<file path="src/rtl/traffic_phase_scheduler_if.sv">
// Interface bundling the scheduler's request inputs and signal-head outputs.
//   sensor_side : side-road vehicle present (level)
//   ped_req     : pedestrian push-button (pulse)
//   light_main  : main head code, 00 red / 01 yellow / 10 green
//   light_side  : side head code, same encoding
//   walk        : pedestrian walk lamp
//   ped_wait    : pedestrian request latched, not yet served
//   phase       : current scheduler state code
// master drives the requests and observes the lights; slave is the scheduler.
interface traffic_phase_scheduler_if;
  logic       sensor_side;
  logic       ped_req;
  logic [1:0] light_main;
  logic [1:0] light_side;
  logic       walk;
  logic       ped_wait;
  logic [2:0] phase;

  modport master (
    output sensor_side, ped_req,
    input  light_main, light_side, walk, ped_wait, phase
  );

  modport slave (
    input  sensor_side, ped_req,
    output light_main, light_side, walk, ped_wait, phase
  );
endinterface

</file>
<file path="src/rtl/traffic_phase_scheduler.sv">
// Intersection phase scheduler: sequences main/side signal heads and an
// optional pedestrian walk phase, arbitrating side sensor vs. push-button,
// with every dwell timed off a prescaled tick.
// Ports:
//   clk   : clock
//   reset : synchronous, active-high
//   bus   : traffic_phase_scheduler_if.slave (requests in, lights/status out)
// Build option: define TRAFFIC_PED_EN to implement the pedestrian latch,
// PED_WALK state and walk lamp; otherwise ped_req is ignored and
// walk/ped_wait stay 0.
module traffic_phase_scheduler #(
  parameter int unsigned TICK_DIV  = 1000,
  parameter int unsigned MIN_GREEN = 8,
  parameter int unsigned YELLOW_T  = 3,
  parameter int unsigned ALLRED_T  = 1,
  parameter int unsigned SIDE_T    = 6,
  parameter int unsigned WALK_T    = 5
) (
  input  logic                      clk,
  input  logic                      reset,
  traffic_phase_scheduler_if.slave  bus
);

  localparam int unsigned PW   = (TICK_DIV > 1) ? $clog2(TICK_DIV) : 1;
  localparam int unsigned M1   = (MIN_GREEN > YELLOW_T) ? MIN_GREEN : YELLOW_T;
  localparam int unsigned M2   = (M1 > ALLRED_T) ? M1 : ALLRED_T;
  localparam int unsigned M3   = (M2 > SIDE_T) ? M2 : SIDE_T;
  localparam int unsigned TMAX = (M3 > WALK_T) ? M3 : WALK_T;
  localparam int unsigned TW   = $clog2(TMAX + 1);

  localparam logic [1:0] LIGHT_RED    = 2'b00;
  localparam logic [1:0] LIGHT_YELLOW = 2'b01;
  localparam logic [1:0] LIGHT_GREEN  = 2'b10;

  typedef enum logic [2:0] {
    MAIN_GREEN  = 3'd0,
    MAIN_YELLOW = 3'd1,
    ALLRED_1    = 3'd2,
    SIDE_GREEN  = 3'd3,
    SIDE_YELLOW = 3'd4,
    ALLRED_2    = 3'd5,
    PED_WALK    = 3'd6
  } state_t;

  state_t          state, state_nxt;
  logic [PW-1:0]   presc, presc_nxt;
  logic [TW-1:0]   tcnt, tcnt_nxt;
  logic            side_pend, side_pend_nxt;
  logic            ped_pend, ped_pend_nxt;
  logic            tick;
  logic            side_set, ped_set, req_any, green_done;
  logic [1:0]      main_nxt, side_nxt;
  logic            walk_nxt;

`ifndef TRAFFIC_PED_EN
  logic ped_unused;
  assign ped_unused = bus.ped_req;
`endif

  // State, timers, request latches and registered head outputs
  always_ff @(posedge clk) begin
    if (reset) begin
      state          <= MAIN_GREEN;
      presc          <= '0;
      tcnt           <= '0;
      side_pend      <= 1'b0;
      ped_pend       <= 1'b0;
      bus.light_main <= LIGHT_GREEN;
      bus.light_side <= LIGHT_RED;
      bus.walk       <= 1'b0;
      bus.ped_wait   <= 1'b0;
      bus.phase      <= 3'd0;
    end else begin
      state          <= state_nxt;
      presc          <= presc_nxt;
      tcnt           <= tcnt_nxt;
      side_pend      <= side_pend_nxt;
      ped_pend       <= ped_pend_nxt;
      bus.light_main <= main_nxt;
      bus.light_side <= side_nxt;
      bus.walk       <= walk_nxt;
      bus.ped_wait   <= ped_pend_nxt;
      bus.phase      <= state_nxt;
    end
  end

  // Next-state, timer, latch and output decode
  always_comb begin
    state_nxt     = state;
    presc_nxt     = presc;
    tcnt_nxt      = tcnt;
    side_pend_nxt = side_pend;
    ped_pend_nxt  = 1'b0;
    main_nxt      = LIGHT_RED;
    side_nxt      = LIGHT_RED;
    walk_nxt      = 1'b0;
    ped_set       = 1'b0;

    tick     = (presc == PW'(TICK_DIV - 1));
    side_set = bus.sensor_side && (state != SIDE_GREEN);
`ifdef TRAFFIC_PED_EN
    ped_set  = bus.ped_req && (state != PED_WALK);
`endif
    // A request arriving this clock may already end main green
    req_any    = side_pend || side_set || ped_pend || ped_set;
    green_done = (tcnt == TW'(MIN_GREEN)) ||
                 (tick && (tcnt == TW'(MIN_GREEN - 1)));

    case (state)
      MAIN_GREEN:  if (req_any && green_done) state_nxt = MAIN_YELLOW;
      MAIN_YELLOW: if (tick && tcnt == TW'(YELLOW_T - 1)) state_nxt = ALLRED_1;
      ALLRED_1: begin
        if (tick && tcnt == TW'(ALLRED_T - 1)) begin
`ifdef TRAFFIC_PED_EN
          state_nxt = side_pend ? SIDE_GREEN : PED_WALK;
`else
          state_nxt = side_pend ? SIDE_GREEN : MAIN_GREEN;
`endif
        end
      end
      SIDE_GREEN:  if (tick && tcnt == TW'(SIDE_T - 1))   state_nxt = SIDE_YELLOW;
      SIDE_YELLOW: if (tick && tcnt == TW'(YELLOW_T - 1)) state_nxt = ALLRED_2;
      ALLRED_2: begin
        if (tick && tcnt == TW'(ALLRED_T - 1))
          state_nxt = ped_pend ? PED_WALK : MAIN_GREEN;
      end
`ifdef TRAFFIC_PED_EN
      PED_WALK:    if (tick && tcnt == TW'(WALK_T - 1))   state_nxt = MAIN_GREEN;
`endif
      default:     state_nxt = MAIN_GREEN;
    endcase

    // Timers restart on every state entry; tick count saturates in main green
    if (state_nxt != state) begin
      presc_nxt = '0;
      tcnt_nxt  = '0;
    end else begin
      presc_nxt = tick ? '0 : presc + 1'b1;
      if (tick && !(state == MAIN_GREEN && tcnt == TW'(MIN_GREEN)))
        tcnt_nxt = tcnt + 1'b1;
    end

    // Entry into the serving state wins over a same-clock set
    side_pend_nxt = (state_nxt == SIDE_GREEN && state != SIDE_GREEN) ?
                    1'b0 : (side_pend || side_set);
`ifdef TRAFFIC_PED_EN
    ped_pend_nxt  = (state_nxt == PED_WALK && state != PED_WALK) ?
                    1'b0 : (ped_pend || ped_set);
`endif

    case (state_nxt)
      MAIN_GREEN:  main_nxt = LIGHT_GREEN;
      MAIN_YELLOW: main_nxt = LIGHT_YELLOW;
      SIDE_GREEN:  side_nxt = LIGHT_GREEN;
      SIDE_YELLOW: side_nxt = LIGHT_YELLOW;
`ifdef TRAFFIC_PED_EN
      PED_WALK:    walk_nxt = 1'b1;
`endif
      default: ;
    endcase
  end

endmodule

</file>
<file path="src/flat_wrapper.sv">
// flat-port wrapper written by rule: the top's interface ports become plain ports
module traffic_phase_scheduler_flat 
#(
  parameter int unsigned TICK_DIV  = 1000,
  parameter int unsigned MIN_GREEN = 8,
  parameter int unsigned YELLOW_T  = 3,
  parameter int unsigned ALLRED_T  = 1,
  parameter int unsigned SIDE_T    = 6,
  parameter int unsigned WALK_T    = 5
)
  (clk, reset, bus_sensor_side, bus_ped_req, bus_light_main, bus_light_side, bus_walk, bus_ped_wait, bus_phase);
  traffic_phase_scheduler_if bus_i ();
  input  logic clk;
  input  logic reset;
  input wire logic [$bits(bus_i.sensor_side)-1:0] bus_sensor_side;
  input wire logic [$bits(bus_i.ped_req)-1:0] bus_ped_req;
  output wire logic [$bits(bus_i.light_main)-1:0] bus_light_main;
  output wire logic [$bits(bus_i.light_side)-1:0] bus_light_side;
  output wire logic [$bits(bus_i.walk)-1:0] bus_walk;
  output wire logic [$bits(bus_i.ped_wait)-1:0] bus_ped_wait;
  output wire logic [$bits(bus_i.phase)-1:0] bus_phase;
  assign bus_i.sensor_side = bus_sensor_side;
  assign bus_i.ped_req = bus_ped_req;
  assign bus_light_main = bus_i.light_main;
  assign bus_light_side = bus_i.light_side;
  assign bus_walk = bus_i.walk;
  assign bus_ped_wait = bus_i.ped_wait;
  assign bus_phase = bus_i.phase;
  traffic_phase_scheduler #(.TICK_DIV(TICK_DIV), .MIN_GREEN(MIN_GREEN), .YELLOW_T(YELLOW_T), .ALLRED_T(ALLRED_T), .SIDE_T(SIDE_T), .WALK_T(WALK_T)) u_core (.clk(clk), .reset(reset), .bus(bus_i));
endmodule
</file>
<file path="config.mk">
export PLATFORM = sky130hd
export DESIGN_NAME = traffic_phase_scheduler_flat
export DESIGN_NICKNAME = d
export VERILOG_FILES = /design/src/rtl/traffic_phase_scheduler_if.sv /design/src/rtl/traffic_phase_scheduler.sv /design/src/flat_wrapper.sv
export SDC_FILE = /design/constraint.sdc
export NUM_CORES = 1
export LEC_CHECK = 0
export ABC_CLOCK_PERIOD_IN_PS = 5000
export CELL_PAD_IN_SITES_DETAIL_PLACEMENT = 0
export CELL_PAD_IN_SITES_GLOBAL_PLACEMENT = 2
export CORE_UTILIZATION = 38
export CTS_BUF_LIST = sky130_fd_sc_hd__clkbuf_4
export DETAILED_ROUTE_END_ITERATION = 6
export PLACE_DENSITY = 0.93
export RECOVER_POWER = 50
export SLEW_MARGIN = 10
export SYNTH_ARGS = -nofsm -noshare
export SYNTH_HDL_FRONTEND = slang
export SYNTH_SLANG_ARGS = --single-unit
</file>
<file path="constraint.sdc">
create_clock -name clk -period 5 [get_ports clk]
set_input_delay 0.5 -clock clk [delete_from_list [all_inputs] [get_ports clk]]
set_output_delay 0.5 -clock clk [all_outputs]
set_load 0.01 [all_outputs]
</file>
**Yosys cells after proc, flatten, opt, wreduce, memory -nomap -nowiden**

Index checks and enable logic that the tools add are counted.

- Add/subtract/negate cells: 2
- Eq/ne operators: 15
- Multiplexer cells: 10
- Reduce and logical (&&, ||, !) cells: 18

Operators by type and width:

| cell | number |
|---|---|
| $mux W3 | 6 |
| $pmux W3 S6 | 1 |
| $add A10 B1 Y10 const B | 1 |
| $eq A10 B10 Y1 const B | 1 |
| $eq A3 B2 Y1 const B | 3 |
| $eq A3 B3 Y1 const B | 3 |
| $logic_and A1 B1 Y1 | 9 |
| $eq A4 B3 Y1 const B | 2 |
| $pmux W2 S2 | 2 |
| $eq A3 B1 Y1 const B | 2 |
| $logic_not A3 Y1 | 2 |
| $add A4 B1 Y4 const B | 1 |
| $eq A4 B2 Y1 const B | 1 |
| $eq A4 B4 Y1 const B | 1 |
| $logic_not A4 Y1 | 1 |
| $reduce_or A2 Y1 | 2 |
| $ne A3 B2 Y1 const B | 1 |
| $ne A3 B3 Y1 | 1 |
| $reduce_or A3 Y1 | 1 |
| $logic_or A1 B1 Y1 | 2 |
| $mux W2 | 1 |
| $logic_not A1 Y1 | 1 |

- Register bits after elaboration: 22
- Bits of input ports: 4

**Longest topological paths before layout**

- Depth in word-level cells: 9
- Depth in mapped cells: 8
- Depth with buffers taken out: 7

**Least setup slack after synthesis**

OpenSTA, ideal clock, no wires.

- Path type: reg2reg
- Start: reg u_core.presc[3]
- End: reg u_core.tcnt[2]
- Setup time: 78 ps
- Arrival time: 1,974 ps
- Setup slack: 2,948 ps
- Stages on the path, launching flop included: 7
- Cell sequence: dfxtp_1 -> or3b_4 -> nor4_1 -> mux2i_1 -> a41oi_2 -> buf_4 -> nor3_1

- Cells in the longest elaborated chain, start to end: 8
- Elaborated cells on any way between the ends: 17
- Classes of those cells: 2 x eq/ne; 7 x mux; 8 x reduce/logical

RTL lines:

| item | line | text |
|---|---|---|
| from (decl) | traffic_phase_scheduler.sv:46 | `logic [PW-1:0] presc, presc_nxt;` |
| from (signal assigned) | traffic_phase_scheduler.sv:75 | `presc <= presc_nxt;` |
| $eq A10 B10 Y1 (*) | traffic_phase_scheduler.sv:99 | `tick = (presc == PW'(TICK_DIV - 1));` |
| $logic_and A1 B1 Y1 | traffic_phase_scheduler.sv:107 | `(tick && (tcnt == TW'(MIN_GREEN - 1)));` |
| $logic_or A1 B1 Y1 | traffic_phase_scheduler.sv:106 | `green_done = (tcnt == TW'(MIN_GREEN)) \|\|` |
| $logic_and A1 B1 Y1 | traffic_phase_scheduler.sv:110 | `MAIN_GREEN: if (req_any && green_done) state_nxt = MAIN_YELLOW;` |
| $mux W3 | traffic_phase_scheduler.sv:110 |  |
| $pmux W3 S6 | traffic_phase_scheduler.sv:109 | `case (state)` |
| $ne A3 B3 Y1 | traffic_phase_scheduler.sv:134 | `if (state_nxt != state) begin` |
| $reduce_or A2 Y1 (no line) | - |  |
| to (signal assigned) | traffic_phase_scheduler.sv:76 | `tcnt <= tcnt_nxt;` |
| to (decl) | traffic_phase_scheduler.sv:47 | `logic [TW-1:0] tcnt, tcnt_nxt;` |

Every way passes the cells marked *; elsewhere a longest branch is shown, timed or not.
A chain may end at the register's enable or synchronous reset.

**Worst setup path in the final report**

- Start: reg u_core.presc[3]
- End: reg u_core.presc[9]

- Cells in the longest elaborated chain, start to end: 8
- Elaborated cells on any way between the ends: 17
- Classes of those cells: 1 x add/sub; 2 x eq/ne; 7 x mux; 7 x reduce/logical

RTL lines:

| item | line |
|---|---|
| $eq A10 B10 Y1 | traffic_phase_scheduler.sv:99 |
| $logic_and A1 B1 Y1 | traffic_phase_scheduler.sv:107 |
| $logic_or A1 B1 Y1 | traffic_phase_scheduler.sv:106 |
| $logic_and A1 B1 Y1 | traffic_phase_scheduler.sv:110 |
| $mux W3 | traffic_phase_scheduler.sv:110 |
| $pmux W3 S6 | traffic_phase_scheduler.sv:109 |
| $ne A3 B3 Y1 | traffic_phase_scheduler.sv:134 |
| $reduce_or A3 Y1 (no line) | - |

Several ways; a longest one is shown, not always the timed one.

==> impl_results.md <==
* Die extent in x at 59.1 um
* Antenna diodes at 0
* Mean post-synth cell area at 8.66 um2
* Area after DPL at between 0.001 and 0.0015 mm2
* FF-to-FF setup slack at a little under 2 ns
* CTS tree: done
* Worst-path cell chain: or3b_4 -> nor4_1 -> nand4_1 -> a41oi_2 -> nor3_1
* Worst-Margin Slew at 1.16 ns
* Delay-heaviest family, CP: simple AND/OR/NAND/NOR gates
* Arrival @ worst endpoint at about 3.2 ns
* Synth Instances at 143
* CTS Sinks at 22
* Grt met1 use at 20.5%
* Total Nets Final at about 160
* Initial Util at 40.2%
* Max incr delay on CP at 0.95 ns
* Reg clk slew, reported paths at about 0.12 ns
* Crit path required time at 5.18 ns
* Max-slew violations at 0
* Crit Path Max Fanout at 14
* Fmax at approximately 330 MHz
* Top Ports at 13
* Post-synth EDFFs at 0
* Initial antenna violation count at 0
* Synthesis-to-finish area growth at 8.28%
* Most Crowded Layer GR: met2
* Worst Path Buf+Inv at 0
* CTS resizes at 0
* Crit share post-route at 60.8%
* Die height at ~59 um
* First-pass GRT wire length at 4170 um
* Drt drc at 0
* Clk buf depth at 2
* Crit-path slowest cell: nor4_1
* Die area at roughly 0.0035 mm2
* Setup_tns at 0 ns
* Core box area at between 0.003 and 0.004 mm2
* FF+latch count, synth at 22
* Pin count of the biggest net entering global routing at 15
* Drt pass-1 iters at 4
* Gr usage total at 15.7%
* CTS buffer count at 3
* Sequential-to-total area share from yosys stat at 35.6%
* Hold_buf cts at 0
* Yosys Warn Count at 0
* Layout cells sized above 1 at 6.12%
* CTS root buffer: clkbuf_4
* Final Setup Violations at 0
* Via count at 1008
* Max Cap Violations at 0
* Setup Skew at 0.00518 ns
* CTS H-tree lvls at 1
* Final Hold Violating Endpoints at 0
* Grt met3 use at 2.62%
* Vias in the first global route at 919
* Drt total wl at 2380 um
* PortBufs at 9
* Top_reg_cell synth: dfxtp_1
* Final GP Congestion at 0.744
* Worst Hold Class: register to register
* Startpoint types: register
* P per Cell Area at 206 mW/mm2
* Grt met2 use at 25.8%
* Status: complete, no violations
* Post-DP HPWL at 1750 um
* Post-synth ARST share at 0%
* Synth cell types at 41
* Crit path time final at between 3 and 4 ns
* Routed Antenna Nets at 0
* WL/cell at approximately 12 um
* Drt first-iter violations at 29
* Max-slew headroom at 21.8%
* Cell Rows at 20
* RSZ-0062 raised after global routing: no
* Peak supply drop at 0.0994 mV
* Final instance area at 0.00134 mm2
* Pleak at 0.479 nW
* Clk Latency, worst-skew pair at 0.31 ns
* CP Capture Type: register
* Post-Syn Area at 0.00124 mm2
* GR Overflow Total at 0
* Critical path class: register to register
* Vias/cell at 5.28
* Setup Buffers After CTS at 0
power by group:
| part | internal [mW] | total [mW] | switching, mW |
|---|---|---|---|
| registers | 0.178 | 0.180 | 0.00234 |
| logic | 0.00492 | 0.0119 | 0.00695 |
| clock network | 0.0292 | 0.0837 | 0.0546 |
| total | 0.212 | 0.276 | 0.0638 |
per-layer routing:
layer / vias up / share of wire, %
met1: 472 / 50
met2: 13 / 46
met4: 0 / 1.2
met3: 4 / 2.6
li1: 519 / -
met5: - / 0
sequential cells by signal, summed over array words and instances, names as in the netlist:
signal and cells:
u_core.bus.phase 3, u_core.tcnt 4, u_core.bus.light_side 2, u_core.bus.light_main 2
u_core.presc 10, u_core.side_pend 1
synth_stat cells, types with 2 or more instances:
cell	count	share of area, %
a31oi_1	3	1.5
a21oi_1	4	1.6
xor2_1	7	4.9
nor2_1	7	2.1
clkbuf_1	4	1.2
ha_1	5	5.1
nor3_1	21	8.5
nor4_1	2	1.0
nand3_1	3	1.2
nand2_1	14	4.2
dfxtp_1	22	36
buf_1	2	0.61
o21ai_0	2	0.81
buf_4	4	2.4
and3_1	2	1.0
nand4_1	4	2.0
inv_1	7	2.1
a311oi_1	2	1.4
nor2b_1	3	1.5
xnor2_1	4	2.8
path summary, 6_finish.rpt:
path,startpoint,endpoint,cells past startpoint
worst max-delay path,u_core.presc[3],u_core.presc[9],5
worst min-delay path,u_core.presc[0],u_core.presc[0],1
worst max register to register,u_core.presc[3],u_core.presc[9],5
worst min register to register,u_core.presc[0],u_core.presc[0],1
worst reg2reg max path, cell delays in order (launching register included):
cell and delay (ns):
dfxtp_1 0.37, or3b_4 0.44, nor4_1 0.95, nand4_1 0.34, a41oi_2 0.68, nor3_1 0.14
logic make-up after synthesis:
| group | synth area share [%] |
|---|---|
| AND/OR/NAND/NOR | 30.5 |
| flip-flops | 35.6 |
| AO/OA/AOI/OAI | 13.6 |
| buffers and inverters | 6.36 |
| XOR/XNOR | 7.78 |
| adder cells (fa/ha/maj) | 5.05 |
| other | 0.303 |
| multiplexers | 0.808 |
layout by cell type, fill, tap and decap left out, types with 2 or more instances in the layout:
cell / instances
a21oi_1: 4
a311oi_1: 2
a31oi_1: 3
and3_1: 2
clkbuf_4: 3
clkdlybuf4s50_1: 2
conb_1: 2
dfxtp_1: 22
dlygate4sd3_1: 7
ha_1: 5
inv_1: 7
nand2_1: 14
nand3_1: 3
nand4_1: 4
nor2_1: 7
nor2b_1: 3
nor3_1: 21
nor4_1: 3
o21ai_0: 2
xnor2_1: 4
xor2_1: 7
through the flow:
stage,cells,power [mW],util [%],setup slack (ns),hold WS (ns)
4_1_cts,191,0.279,44.2,2.35,0.468
5_1_grt,191,0.287,43.6,1.66,0.495
3_5_place_dp,187,0.196,43.4,2.41,0.450
3_3_place_gp,187,0.196,43.4,2.45,0.441
2_1_floorplan,144,0.194,-,2.95,0.429
6_report,191,0.276,43.6,1.96,0.461
final cells by class:
| cell class | instances | area [um2] |
|---|---|---|
| Tap cell | 44 | 55.1 |
| Sequential cell | 22 | 440 |
| Fill cell | 307 | 1740 |
| Timing Repair Buffer | 9 | 90.1 |
| Multi-Input combinational cell | 105 | 703 |
| Clock inverter | 1 | 3.75 |
| Inverter | 7 | 26.3 |
| Clock buffer | 3 | 22.5 |
(Power assumes the default switching activity.)
